**src/rtl/fece_mult_seq.sv**
```systemverilog
// Wide unsigned multiplier sequencer: walks digit pairs through one shared external 3x3 FECE multiplier.
// Optional: MULT_SEQ_ZERO_SKIP_EN short-circuits jobs with a zero operand straight to a zero product.
module fece_mult_seq #(
  parameter int DIGITS = 2
) (
  input  logic                  clk,
  input  logic                  rst_n,
  input  logic                  in_valid,
  output logic                  in_ready,
  input  logic [3*DIGITS-1:0]   a,
  input  logic [3*DIGITS-1:0]   b,
  output logic                  out_valid,
  input  logic                  out_ready,
  output logic [6*DIGITS-1:0]   product,
  output logic                  busy,
  output logic [2:0]            mul_x,
  output logic [2:0]            mul_y,
  input  logic [5:0]            mul_p
);
  // state | meaning
  // IDLE  | waiting for an operand pair, in_ready high
  // RUN   | one digit pair per cycle through the shared multiplier
  // DONE  | product presented, waiting for out_ready

  localparam int OW = 3 * DIGITS;
  localparam int PW = 6 * DIGITS;
  localparam logic [2:0] LAST = 3'(DIGITS - 1);

  typedef enum logic [1:0] {IDLE, RUN, DONE} state_t;

  state_t          state, state_nxt;
  logic [OW-1:0]   a_reg, b_reg;
  logic [2:0]      i_cnt, j_cnt;
  logic [PW-1:0]   acc, acc_sum, term;
  logic [5:0]      shx, shy;
  logic [6:0]      shp;
  logic            accept, last, skip;

`ifdef MULT_SEQ_ZERO_SKIP_EN
  logic skip_reg;
  assign skip = skip_reg;
`else
  assign skip = 1'b0;
`endif

  assign accept    = in_valid && (state == IDLE);
  assign last      = (i_cnt == LAST) && (j_cnt == LAST);
  assign in_ready  = rst_n && (state == IDLE);
  assign out_valid = (state == DONE);
  assign busy      = (state == RUN) || (state == DONE);

  always_comb begin
    shx     = 6'(i_cnt) * 6'd3;
    shy     = 6'(j_cnt) * 6'd3;
    shp     = (7'(i_cnt) + 7'(j_cnt)) * 7'd3;
    mul_x   = 3'd0;
    mul_y   = 3'd0;
    if (state == RUN && !skip) begin
      mul_x = 3'(a_reg >> shx);
      mul_y = 3'(b_reg >> shy);
    end
    term    = PW'(mul_p) << shp;
    acc_sum = acc + term;
  end

  always_ff @(posedge clk or negedge rst_n) begin
    if (!rst_n) state <= IDLE;
    else        state <= state_nxt;
  end

  always_comb begin
    state_nxt = state;
    case (state)
      IDLE:    if (in_valid) state_nxt = RUN;
      RUN:     if (skip || last) state_nxt = DONE;
      DONE:    if (out_ready) state_nxt = IDLE;
      default: state_nxt = IDLE;
    endcase
  end

  always_ff @(posedge clk or negedge rst_n) begin
    if (!rst_n) begin
      a_reg   <= '0;
      b_reg   <= '0;
      acc     <= '0;
      i_cnt   <= 3'd0;
      j_cnt   <= 3'd0;
      product <= '0;
`ifdef MULT_SEQ_ZERO_SKIP_EN
      skip_reg <= 1'b0;
`endif
    end else if (accept) begin
      a_reg <= a;
      b_reg <= b;
      acc   <= '0;
      i_cnt <= 3'd0;
      j_cnt <= 3'd0;
`ifdef MULT_SEQ_ZERO_SKIP_EN
      skip_reg <= (a == '0) || (b == '0);
`endif
    end else if (state == RUN) begin
      if (skip) begin
        product <= '0;
      end else begin
        acc <= acc_sum;
        if (last) product <= acc_sum;
        // j is the inner digit index, i advances when j wraps
        if (j_cnt == LAST) begin
          j_cnt <= 3'd0;
          i_cnt <= (i_cnt == LAST) ? 3'd0 : i_cnt + 3'd1;
        end else begin
          j_cnt <= j_cnt + 3'd1;
        end
      end
    end
  end
endmodule
```
**config.mk**
```make
export PLATFORM = sky130hd
export DESIGN_NAME = fece_mult_seq
export DESIGN_NICKNAME = d
export VERILOG_FILES = /design/src/rtl/fece_mult_seq.sv
export SDC_FILE = /design/constraint.sdc
export NUM_CORES = 1
export LEC_CHECK = 0
export ABC_AREA = 1
export CAP_MARGIN = 10
export CORE_ASPECT_RATIO = 1.1
export CORE_MARGIN = 2
export CORE_UTILIZATION = 51
export CTS_BUF_LIST = sky130_fd_sc_hd__clkbuf_4
export DETAILED_ROUTE_END_ITERATION = 8
export GPL_TIMING_DRIVEN = 0
export PLACE_DENSITY = 0.85
export SETUP_SLACK_MARGIN = 0.15
export SLEW_MARGIN = 20
export SYNTH_ARGS = -nofsm -noshare
export SYNTH_HDL_FRONTEND = slang
export SYNTH_SLANG_ARGS = --single-unit
```
**constraint.sdc**
```tcl
create_clock -name clk -period 4.1 [get_ports clk]
set_input_delay 0.615 -clock clk [delete_from_list [all_inputs] [get_ports clk]]
set_output_delay 0.615 -clock clk [all_outputs]
set_load 0.02 [all_outputs]
```
==> results of run 1 <==
[final timing paths]
path / to / cells past startpoint / from
max: acc[9]$_DFFE_PN0P_ / 20 / j_cnt[0]$_DFFE_PN0P_
min in group clk: product[2]$_DFFE_PN0P_ / 2 / product[2]$_DFFE_PN0P_
min: product[5]$_DFFE_PN0P_ / 1 / rst_n
min reg2reg: product[2]$_DFFE_PN0P_ / 2 / product[2]$_DFFE_PN0P_
max reg2reg: acc[9]$_DFFE_PN0P_ / 20 / j_cnt[0]$_DFFE_PN0P_
max in group asynchronous: i_cnt[0]$_DFFE_PN0P_ / 2 / rst_n
[metrics by stage]
stage | instance area, um2 | std cells | setup slack (ps) | hold slack (ps)
after global placement | 3580 | 523 | -184 | 464
after floorplan | 3060 | 404 | 232 | 319
final | 4100 | 552 | 17.9 | 186
after detailed placement | 3590 | 524 | -276 | 466
after CTS | 3890 | 545 | 149 | 186
after global routing | 4100 | 552 | -87.3 | 205
[cell families after synthesis]
group / count (synthesis) / share of synthesized area (%)
flip-flops: 44 / 35.9
buffers and inverters: 46 / 6.33
adder cells (fa/ha/maj): 26 / 11.4
AO/OA/AOI/OAI: 67 / 13.2
XOR/XNOR: 8 / 2.29
AND/OR/NAND/NOR: 213 / 30.8
[metal layers]
metal / share of wire, % / track usage [%] / vias to the layer above
li1: - / - / 1478
met1: 40 / 26.4 / 1471
met2: 51 / 41.8 / 145
met3: 4.6 / 4.04 / 49
met4: 4.5 / 8.93 / 0
met5: 0 / 0 / -
[layout by cell type (no fill, tap or decap), types with 4 or more instances in the layout]
| cell | n |
|---|---|
| o21ai_2 | 11 |
| clkbuf_4 | 5 |
| clkdlybuf4s50_1 | 41 |
| ha_1 | 15 |
| buf_4 | 20 |
| nor2_2 | 4 |
| inv_2 | 7 |
| a21oi_1 | 15 |
| ha_4 | 6 |
| o21ai_0 | 11 |
| dfrtp_1 | 42 |
| o21ai_1 | 10 |
| nand3_1 | 30 |
| nand4_1 | 7 |
| nand2_1 | 125 |
| nor2_1 | 20 |
| a21oi_2 | 7 |
| inv_1 | 28 |
| nand2_2 | 7 |
| nand3_2 | 8 |
[synth_stat cells (all sizes together)]
master and n:
nand2 134, dfrtp 44, inv 38, nand3 38
o21ai 32, nor2 27, a21oi 23, ha 23
nand4 8, xnor2 6, buf 5, a31oi 3
fa 3, a211oi 2, clkbuf 2, nor3 2
nor4 2, or2 2, xor2 2, a21o 1
a221oi 1, a32o 1, clkinv 1, o21a 1
o21bai 1, o221ai 1, o31ai 1
[what timing repair did]
item | 4_1_cts | 5_1_grt
pin swaps | 16 | 28
setup buffers | 13 | 7
hold buffers | 0 | 0
gates resized for setup | 31 | 41
setup endpoints to repair | 18 | 18
[cell type report]
class	instances	area, um2	area share, %
clock buffer	5	37.5	0.915
clock inverter	3	42.5	1.04
multi-input combinational	314	2030	49.5
buffer	7	46.3	1.13
timing repair buffer	63	589	14.4
inverter	39	154	3.75
sequential	44	1100	26.9
tap	77	96.3	2.35
[critical path, stage by stage, from the launching register on]
cell and delay [ps]:
dfrtp_2 460, ha_4 170, fa_2 570, ha_4 150, inv_2 40, fa_2 360
inv_2 80, nand2_4 70, buf_4 150, nand4_1 120, nand3_1 170, a21oi_2 200
a211oi_2 60, ha_2 350, buf_4 140, nand2_2 80, nor2_1 210, nand3_1 160
nand3_1 140, nand2_1 80, a32o_1 220
==> results.md, run 1 <==
| Stage | Metric | Value |
|:---|:---|:---|
| worst setup path | Worst path arrival time | 4360 ps |
| drt | Overall via count from detail_route | 3143 |
| final layout | Filler cell count in the final layout | 395 |
| final layout | Diodes inserted | 0 |
| clock network | Clock sink count | 44 |
| final layout | Share of the core filled with cells | 71.1% |
| drt | Number of violations reported at the end of detailed-routing iteration 0 | 285 |
| timing | Number of pins with negative max-slew slack in the final report | 0 |
| placed design | Buffers on Ports | 42 |
| floorplan | Standard cell core area | 5770 um2 |
| synth | Ys Warns | 0 |
| timing | Worst Skew | 5.93 ps |
| timing | Worst slew margin relative to its limit | 66.0% |
| timing | Fin crit period | 4080 ps |
| worst setup path | Kind of end point of the critical path | register |
| worst setup path | Worst Setup Start Kind | register |
| synth | Sequential cell area fraction in the yosys report | 35.9% |
| final layout | Largest registers ranked by flip-flop count | acc: 12 flops, product: 12 flops |
| global routing | Wire length of the first global-routing pass | 12.3 mm |
| synth | Synth Cell Area | 3060 um2 |
| worst setup path | Kind of critical path | register to register |
| drt | DR WL/cell | 14.9 um |
| synth | Number of library cell types mapped by synthesis | 41 |
| timing | Fmax | 245 MHz |
| global routing | Global route overflow | 0 |
| clock network | Reg clk slew, reported paths | 140 ps |
| synth | Leading cell types by total area after synthesis | dfrtp_1 36%, nand2_1 16%, ha_1 9.4% |
| synth | Library cell occupying the most area in the post-synthesis netlist | dfrtp_1 |
| worst setup path | Slack of the worst reg-to-reg path | 20 ps |
| floorplan | Total die area | 6640 um2 |
| timing | Final hold viol count | 0 |
| drt | Via count normalized by instance count | 5.69 |
| synth | Post-synth net total | 452 |
| clock network | Clk buf depth | 2 |
| synth | Average cell area after synthesis | 7.58 um2 |
| global routing | Global routing usage summed across all routing layers | 22.9% |
| global routing | Number of global-route vias before repair | 2879 |
| final layout | Net count of the finished layout | 522 |
| clock network | Clk_lat worst skew | 370 ps |
| clock network | Total CTS buffers | 5 |
| synth | Total of flip-flops plus latches after synthesis | 44 |
| floorplan | Starting density of the core | 53.1% |
| synth | Cell count after synthesis | 404 |
| drt | DRC viols | 0 |
| final layout | Share of final-layout standard cells stronger than drive strength 1 | 23.6% |
| timing | Worst Max-Slew Pin Slew | 510 ps |
| floorplan | Die Height | 85.3 um |
| placed design | Routability congestion estimate from global placement | 0.906 |
| placed design | Final HPWL from detailed placement | 5.27 mm |
| worst setup path | Data required time of the critical path | 4370 ps |
| clock network | Maximum level of the CTS H-tree | 2 |
| drt | Antenna-violating nets left | 0 |
| clock network | TritonCTS clock tree | built |
| drt | Detailed Routing Iterations Pass 1 | 5 |
| hold path | Class of the tightest hold or removal check | input port to async pin |
| worst setup path | Biggest fanout along the worst timing path | 5 |
| timing | Period utilization | 99.6% |
| outcome | Status | complete, no violations |
| floorplan | Standard-cell row count | 29 |
| synth | Synth top area share | 35.9% |
| floorplan | Die width | 77.9 um |
| final layout | Area growth from synthesis to layout | 33.9% |
| global routing | Initial antenna violation count | 0 |
| timing | Post-Route Setup TNS | 0 ps |
| floorplan | Number of I/O pins | 43 |
| drt | Drt total wl | 8.22 mm |
| timing | Final setup violating endpoints | 0 |
| timing | Unrepaired setup endpoints after global routing | true |
| run | Number of max-capacitance violations reported | 0 |
| clock network | Root Driver | clkbuf_4 |
| global routing | Largest net degree at the start of global routing | 26 |
Power of run 1 is left out: the tool's default activity adds up to more than one toggle a clock period on the data nets, which glitch-free logic cannot reach.
==> run 2, diff against run 1 <==
CORE_MARGIN = default   (was 2)
CORE_UTILIZATION = 55   (was 51)
PLACE_DENSITY = 0.87   (was 0.85)
RECOVER_POWER = 100   (was default)
clock period = 4.75 ns   (was 4.1 ns; I/O delays follow)
==> run 2 against run 1 <==
  * Highest routed layer unchanged
  * Die area fell by 12%
  * Non-clock buffer count fell by 20
  * Cell area fell by 11%
  * Critical path type unchanged
==> results.md, run 2 (same netlist as run 1, synthesis figures left out) <==
| Stage | Metric | Value |
|:---|:---|:---|
| worst setup path | Slack of the worst reg-to-reg path | 400 ps |
| global routing | Largest net degree at the start of global routing | 28 |
| worst setup path | Data required time of the critical path | 5000 ps |
| clock network | Clk buf depth | 2 |
| floorplan | Standard-cell row count | 28 |
| drt | Met1 layer wirelength in the final routing | 2.86 mm |
| clock network | TritonCTS clock tree | built |
| outcome | Status | complete, no violations |
| floorplan | Die Height | 80.3 um |
| drt | Overall via count from detail_route | 2796 |
| drt | Sum of met3 wire segment lengths after detailed routing | 232 um |
| worst setup path | Cell count along the critical path | 18 |
| drt | DRC viols | 0 |
| worst setup path | Worst path arrival time | 4600 ps |
| timing | Worst slew margin relative to its limit | 5.00% |
| timing | Number of pins with negative max-slew slack in the final report | 0 |
| drt | Top Metal Used | met4 |
| worst setup path | Delay of the slowest cell on the worst path | 540 ps |
| timing | Worst Max-Slew Pin Slew | 1430 ps |
| drt | Detailed Routing Iterations Pass 1 | 4 |
| final layout | Design area | 3640 um2 |
| worst setup path | Cell-by-cell listing of the critical path | ha_1 > fa_1 > ha_1 > inv_1 > fa_1 > xnor2_1 > nor2_2 > inv_1 > nor2_1 > ha_1 > fa_1 > nand3_1 > nand2_1 > nand3_1 > nand2_1 > a31oi_1 > xor2_1 > o21ai_0 |
| final layout | Share of final-layout standard cells stronger than drive strength 1 | 7.47% |
| floorplan | Number of I/O pins | 43 |
| global routing | Initial antenna violation count | 0 |
| timing | Period utilization | 91.6% |
| final layout | Most common cell after layout, fill and taps aside | nand2_1 |
| placed design | Final HPWL from detailed placement | 5.30 mm |
| worst setup path | Worst Setup Start Kind | register |
| final layout | Most frequent cells in the layout | 132 x nand2_1, 43 x dfrtp_1, 36 x nand3_1, 34 x inv_1, 25 x nor2_1 |
| floorplan | Die width | 73.2 um |
| worst setup path | Top delay family on crit path | adder cells |
| drt | Via count normalized by instance count | 5.28 |
| global routing | Global route overflow | 0 |
| clock network | Reg clk slew, reported paths | 140 ps |
| clock network | Maximum level of the CTS H-tree | 2 |
| clock network | Root Driver | clkbuf_4 |
| worst setup path | Critical R2R Capture | acc[8]$_DFFE_PN0P_ |
| hold path | Class of the tightest hold or removal check | input port to async pin |
| drt | Met2 routed WL | 3.33 mm |
| worst setup path | Crit. Startpoint | j_cnt[0]$_DFFE_PN0P_ |
| drt | DR WL/cell | 12.5 um |
| final layout | Largest registers ranked by flip-flop count | acc: 12 flops, product: 12 flops |
| timing | Unrepaired setup endpoints after global routing | false |
| drt | Drt total wl | 6.62 mm |
| timing | Fin crit period | 4350 ps |
| timing | Final setup violating endpoints | 0 |
| clock network | Clock sink count | 44 |
| floorplan | Total die area | 5870 um2 |
| worst setup path | Kind of critical path | register to register |
| worst setup path | Slowest cell on the critical path | fa_1 |
| placed design | Routability congestion estimate from global placement | 0.892 |
| timing | Final hold viol count | 0 |
| worst setup path | Biggest fanout along the worst timing path | 7 |
| worst setup path | Kind of end point of the critical path | register |
| worst setup path | Worst Reg-to-Reg Cells | 18 |
| global routing | Wire length of the first global-routing pass | 11.9 mm |
| run | Number of max-capacitance violations reported | 0 |
| timing | Post-Route Setup TNS | 0 ps |
| clock network | Total CTS buffers | 5 |
| clock network | Post-CTS Setup Inserts | 0 |
| final layout | Net count of the finished layout | 502 |
| global routing | Number of global-route vias before repair | 2863 |
| clock network | Clk_lat worst skew | 360 ps |
| global routing | Global routing usage summed across all routing layers | 26.1% |
| drt | Antenna-violating nets left | 0 |
| final layout | Diodes inserted | 0 |
| drt | Number of violations reported at the end of detailed-routing iteration 0 | 182 |
| final layout | Area growth from synthesis to layout | 18.7% |
| placed design | Buffers on Ports | 42 |
| worst setup path | Buffers plus inverters on the worst setup path | 2 |
| worst setup path | Reg-to-Reg Start | j_cnt[0]$_DFFE_PN0P_ |
| placed design | Placed Instance Area | 3590 um2 |
| timing | Fmax | 230 MHz |
| floorplan | Starting density of the core | 57.1% |
| floorplan | Standard cell core area | 5360 um2 |
| timing | Worst Skew | 7.02 ps |
-- run 2: changes by cell type in the layout (fill, tap and decap cells not counted), moves of 7 or more --
cell | before | now
a21oi_2 | 7 | 0
buf_4 | 20 | 1
o21ai_0 | 11 | 22
o21ai_1 | 10 | 3
dlygate4sd3_1 | 0 | 22
a21oi_1 | 15 | 23
ha_1 | 15 | 23
clkdlybuf4s50_1 | 41 | 19
nand2_1 | 125 | 132
-- run 2: worst max-delay path by stage --
stage | end | slack [ps]
after CTS | acc[8]$_DFFE_PN0P_ | 370
after global routing | product[5]$_DFFE_PN0P_ | 90
after global placement | acc[8]$_DFFE_PN0P_ | 480
after detailed placement | acc[8]$_DFFE_PN0P_ | 410
final | acc[8]$_DFFE_PN0P_ | 400
after floorplan | acc[8]$_DFFE_PN0P_ | 880
-- run 2: routing by layer --
layer / track usage, % / vias to the layer above
met5: 0 / -
met4: 10.2 / 0
met3: 4.27 / 19
met2: 47.0 / 64
met1: 30.3 / 1272
li1: - / 1441
-- run 2: through the flow --
step | instances | hold WS [ps] | worst slack, ps | util [%]
global placement | 521 | 463 | 484 | 66.7
finish | 530 | 466 | 398 | 67.8
global route | 530 | 514 | 94.7 | 67.8
CTS | 530 | 278 | 370 | 68.6
floorplan | 404 | 417 | 882 | -
detailed placement | 522 | 467 | 406 | 67.0
-- run 2: worst register-to-register path, cell delays in order, from the launching register on --
cell and delay, ps:
dfrtp_1 500, ha_1 260, fa_1 540, ha_1 180, inv_1 60, fa_1 400
xnor2_1 360, nor2_2 130, inv_1 180, nor2_1 90, ha_1 240, fa_1 450
nand3_1 90, nand2_1 80, nand3_1 70, nand2_1 80, a31oi_1 170, xor2_1 260
o21ai_0 110
-- run 2: timing repair --
item,4_1_cts,5_1_grt
hold buffers,0,0
endpoints found under the setup margin,0,11
gates resized for setup,0,4
-- run 2: layout make-up --
class                      instances  area, um2
buffer                             7       45.0
clock buffer                       5       37.5
clock inverter                     3       46.3
fill                             466       1720
inverter                          39        148
multi-input combinational        314       1750
sequential                        44       1100
tap                               75       93.8
timing repair buffer              43        418
Power of run 2 is left out for the same reason.
==> run 3, diff against run 2 <==
ABC_AREA = 0   (was 1)
CORE_UTILIZATION = 60   (was 55)
==> run 3 against run 2 <==
  * The run now ends with capacitance limit, slew limit left
  * Final cell count is 17% lower
  * Clock-buffer cell count stayed put
  * Fmax is 2.6% lower
  * Cell area is 2.6% higher
  * Clock skew is 16 ps higher
  * Area after synthesis is 1.6% lower
  * Non-clock buffer count is 11 higher
  * First-iteration DRC count is 29% higher
  * Critical path depth is 3 lower
  * Worst hold slack worse by 110 ps
  * Flip-flop and latch count stayed put
  * Highest routed layer unchanged
==> results.md, run 3 <==
| Stage | Metric | Value |
|:---|:---|:---|
| power and ir drop | Total Power Consumption | 2.69 mW |
| timing | Fin crit period | 4470 ps |
| clock network | Clk buf depth | 2 |
| drt | Drt total wl | 7.13 mm |
| final layout | Total area of multi-input combinational cells | 1920 um2 |
| final layout | Most common cell after layout, fill and taps aside | nand2_1 |
| timing | Fmax | 224 MHz |
| synth | Ys Warns | 0 |
| power and ir drop | Sequential cell fraction of total power | 22.1% |
| clock network | TritonCTS clock tree | built |
| run | Number of max-capacitance violations reported | 1 |
| synth | Share of async-settable or async-resettable flops after synthesis | 100% |
| placed design | Routability congestion estimate from global placement | 0.892 |
| timing | Final setup violating endpoints | 0 |
| global routing | Number of global-route vias before repair | 2679 |
| synth | Average cell area after synthesis | 9.22 um2 |
| clock network | Reg clk slew, reported paths | 150 ps |
| timing | Post-Route Setup TNS | 0 ps |
| timing | Worst hold margin | 351 ps |
| timing | Worst slew margin relative to its limit | -19.8% |
| power and ir drop | Cell leakage power | 1.84 nW |
| worst setup path | Reg-to-Reg Start | i_cnt[0]$_DFFE_PN0P_ |
| final layout | Diodes inserted | 0 |
| drt | Detailed Routing Iterations Pass 1 | 4 |
| clock network | Root Driver | clkbuf_4 |
| final layout | Net count of the finished layout | 430 |
| floorplan | Number of I/O pins | 43 |
| placed design | Setup slack at placement | -124 ps |
| synth | Synth top area share | 36.5% |
| outcome | Failing checks | capacitance limit, slew limit |
| synth | Count of flip-flops with a built-in enable after synthesis | 0 |
| drt | Overall via count from detail_route | 2589 |
| power and ir drop | P_sw | 1.28 mW |
| outcome | Status | finished, violations left |
| drt | Via count normalized by instance count | 5.90 |
| clock network | Clk_lat worst skew | 380 ps |
| synth | Total of flip-flops plus latches after synthesis | 44 |
| worst setup path | Worst Setup Start Kind | register |
| synth | Sequential cell area fraction in the yosys report | 36.5% |
| final layout | Share of final-layout standard cells stronger than drive strength 1 | 12.8% |
| final layout | Filler cell count in the final layout | 334 |
| timing | Worst Skew | 23.0 ps |
| timing | Unrepaired setup endpoints after global routing | true |
| drt | Number of violations reported at the end of detailed-routing iteration 0 | 234 |
| final layout | Largest registers ranked by flip-flop count | acc: 12 flops, product: 12 flops |
| worst setup path | Slack of the worst reg-to-reg path | 280 ps |
| floorplan | Total die area | 5310 um2 |
| clock network | Maximum level of the CTS H-tree | 2 |
| synth | Most instantiated library cell after synthesis | nand2_1 |
| worst setup path | Critical R2R Capture | product[11]$_DFFE_PN0P_ |
| worst setup path | Worst path arrival time | 4740 ps |
| timing | Worst Max-Slew Pin Slew | 1800 ps |
| power and ir drop | Relative contribution of the clock network to total power | 9.0% |
| global routing | Global route overflow | 0 |
| global routing | Wire length of the first global-routing pass | 12.1 mm |
| worst setup path | Data required time of the critical path | 5020 ps |
| synth | Synth Cell Area | 3010 um2 |
| final layout | Count of non-filler cells in the finished layout | 439 |
| floorplan | Die width | 69.6 um |
| floorplan | Die Height | 76.3 um |
| placed design | Placed insts | 426 |
| worst setup path | Kind of end point of the critical path | register |
| timing | Number of pins with negative max-slew slack in the final report | 34 |
| final layout | Share of the core filled with cells | 78.6% |
| global routing | Global routing usage summed across all routing layers | 28.5% |
| synth | Post-synth net total | 375 |
| power and ir drop | Combinational cell fraction of total power | 68.9% |
| power and ir drop | Internal power | 1.42 mW |
| global routing | Largest net degree at the start of global routing | 34 |
| final layout | Most frequent cells in the layout | 57 x nand2_1, 42 x nor2_1, 42 x dfrtp_1, 23 x clkdlybuf4s50_1, 21 x ha_1 |
| timing | Period utilization | 94.1% |
| synth | List of most frequent post-synthesis cells | 57 x nand2_1, 44 x dfrtp_1, 43 x nor2_1, 23 x ha_1 |
| clock network | Total CTS buffers | 5 |
| final layout | Area growth from synthesis to layout | 23.8% |
| placed design | Buffers on Ports | 42 |
| drt | Antenna-violating nets left | 0 |
| drt | DRC viols | 0 |
| drt | DR WL/cell | 16.2 um |
| worst setup path | Kind of critical path | register to register |
| power and ir drop | Total power per unit cell area | 722 nW/um2 |
| power and ir drop | Highest ir drop seen on vdd | 0.498 mV |
| clock network | Clock sink count | 44 |
| synth | Number of library cell types mapped by synthesis | 53 |
| synth | Top flip-flop cell by instance count after synthesis | dfrtp_1 |
| worst setup path | Worst Reg-to-Reg Cells | 15 |
| floorplan | Standard-cell row count | 26 |
| timing | Final hold viol count | 0 |
| floorplan | Starting density of the core | 63.5% |
| synth | Library cell occupying the most area in the post-synthesis netlist | dfrtp_1 |
| synth | Leading cell types by total area after synthesis | dfrtp_1 37%, ha_1 9.5%, nand2_1 7.1% |
| placed design | Final HPWL from detailed placement | 5.17 mm |
| hold path | Class of the tightest hold or removal check | input port to async pin |
| final layout | Design area | 3730 um2 |
| global routing | Initial antenna violation count | 0 |
| placed design | Placed Instance Area | 3520 um2 |
| final layout | Register cell area after layout | 1100 um2 |
| timing | Final worst setup slack | 282 ps |
| worst setup path | Biggest fanout along the worst timing path | 5 |
| synth | Cell count after synthesis | 327 |
| floorplan | Standard cell core area | 4750 um2 |
| power and ir drop | Switching fraction of total power | 47.4% |
## run 3: cell count changes in the layout (fill, tap and decap cells not counted), sizes merged, moves of 6 or more
cell,before,now
nor2,27,44
nand3,38,3
inv,38,12
mux2i,0,17
nand4,8,0
xor2,2,8
nand2,134,57
o21ai,32,11
a21oi,23,17
a21o,1,7
mux2,0,8
clkbuf,11,17
## run 3: how the worst max path moves through the flow
| stage | startpoint | end | slack [ps] | depth (start not counted) |
|---|---|---|---|---|
| after floorplan | i_cnt[0]$_DFFE_PN0P_ | product[11]$_DFFE_PN0P_ | 430 | 16 |
| after global placement | i_cnt[0]$_DFFE_PN0P_ | product[10]$_DFFE_PN0P_ | 30 | 18 |
| after detailed placement | i_cnt[0]$_DFFE_PN0P_ | product[10]$_DFFE_PN0P_ | -120 | 18 |
| after CTS | i_cnt[1]$_DFFE_PN0P_ | product[11]$_DFFE_PN0P_ | 160 | 16 |
| after global routing | i_cnt[0]$_DFFE_PN0P_ | product[10]$_DFFE_PN0P_ | 60 | 18 |
| final | i_cnt[0]$_DFFE_PN0P_ | product[11]$_DFFE_PN0P_ | 280 | 15 |
## run 3: worst max-delay path: stages, from the launching register on
cell and delay [ps]:
dfrtp_1 410, ha_1 230, fa_1 430, xor2_2 260
inv_1 120, fa_2 470, xnor2_4 190, or2_2 330
nor2_2 170, ha_4 240, a2111oi_2 350, o21ai_1 150
a41o_1 320, a31oi_4 200, xnor3_1 230, mux2_2 270
## run 3: timing repair
item	in CTS	in global routing
pin swaps	1	5
cloned	0	0
setup endpoints to repair	8	10
buffers inserted	1	4
hold buffers	0	0
gates resized for setup	4	20
## run 3: kinds of logic (layout without fill, tap and decap cells)
group           Yosys count  after routing  synth area share (%)
flops                    44             44                  36.5
mux                      27             27                  10.1
fa+ha+maj                26             26                  11.5
xor+xnor                 17             17                  5.40
simple gates            129            129                  19.2
compound gates           59             59                  13.8
buf+inv                  25             81                  3.36
## run 3: layer usage
layer,vias to the layer above,share of wire [%],routed length (um),GRT usage (%)
met5,-,0,0,0
met4,0,2.2,154,11.0
met3,20,3.2,228,4.76
met2,63,50,3540,45.9
met1,1270,45,3210,38.4
li1,1236,-,-,-
## run 3: power by group through the flow
stage                     clock network [mW]  registers, mW  logic, mW
after floorplan                            0          0.632       1.28
after global placement                     0          0.596       1.73
after detailed placement                   0          0.603       1.79
after CTS                              0.244          0.595       1.81
after global routing                   0.261          0.611       2.04
final                                  0.242          0.596       1.85
## run 3: layout make-up
class / count / share of cell area [%]
Sequential cell: 44 / 29.6
Multi-Input combinational cell: 258 / 51.4
Clock buffer: 5 / 1.01
Timing Repair Buffer: 48 / 12.2
Tap cell: 56 / 1.88
Buffer: 13 / 1.61
Clock inverter: 3 / 1.14
Inverter: 12 / 1.21
(Power assumes the default switching activity.)
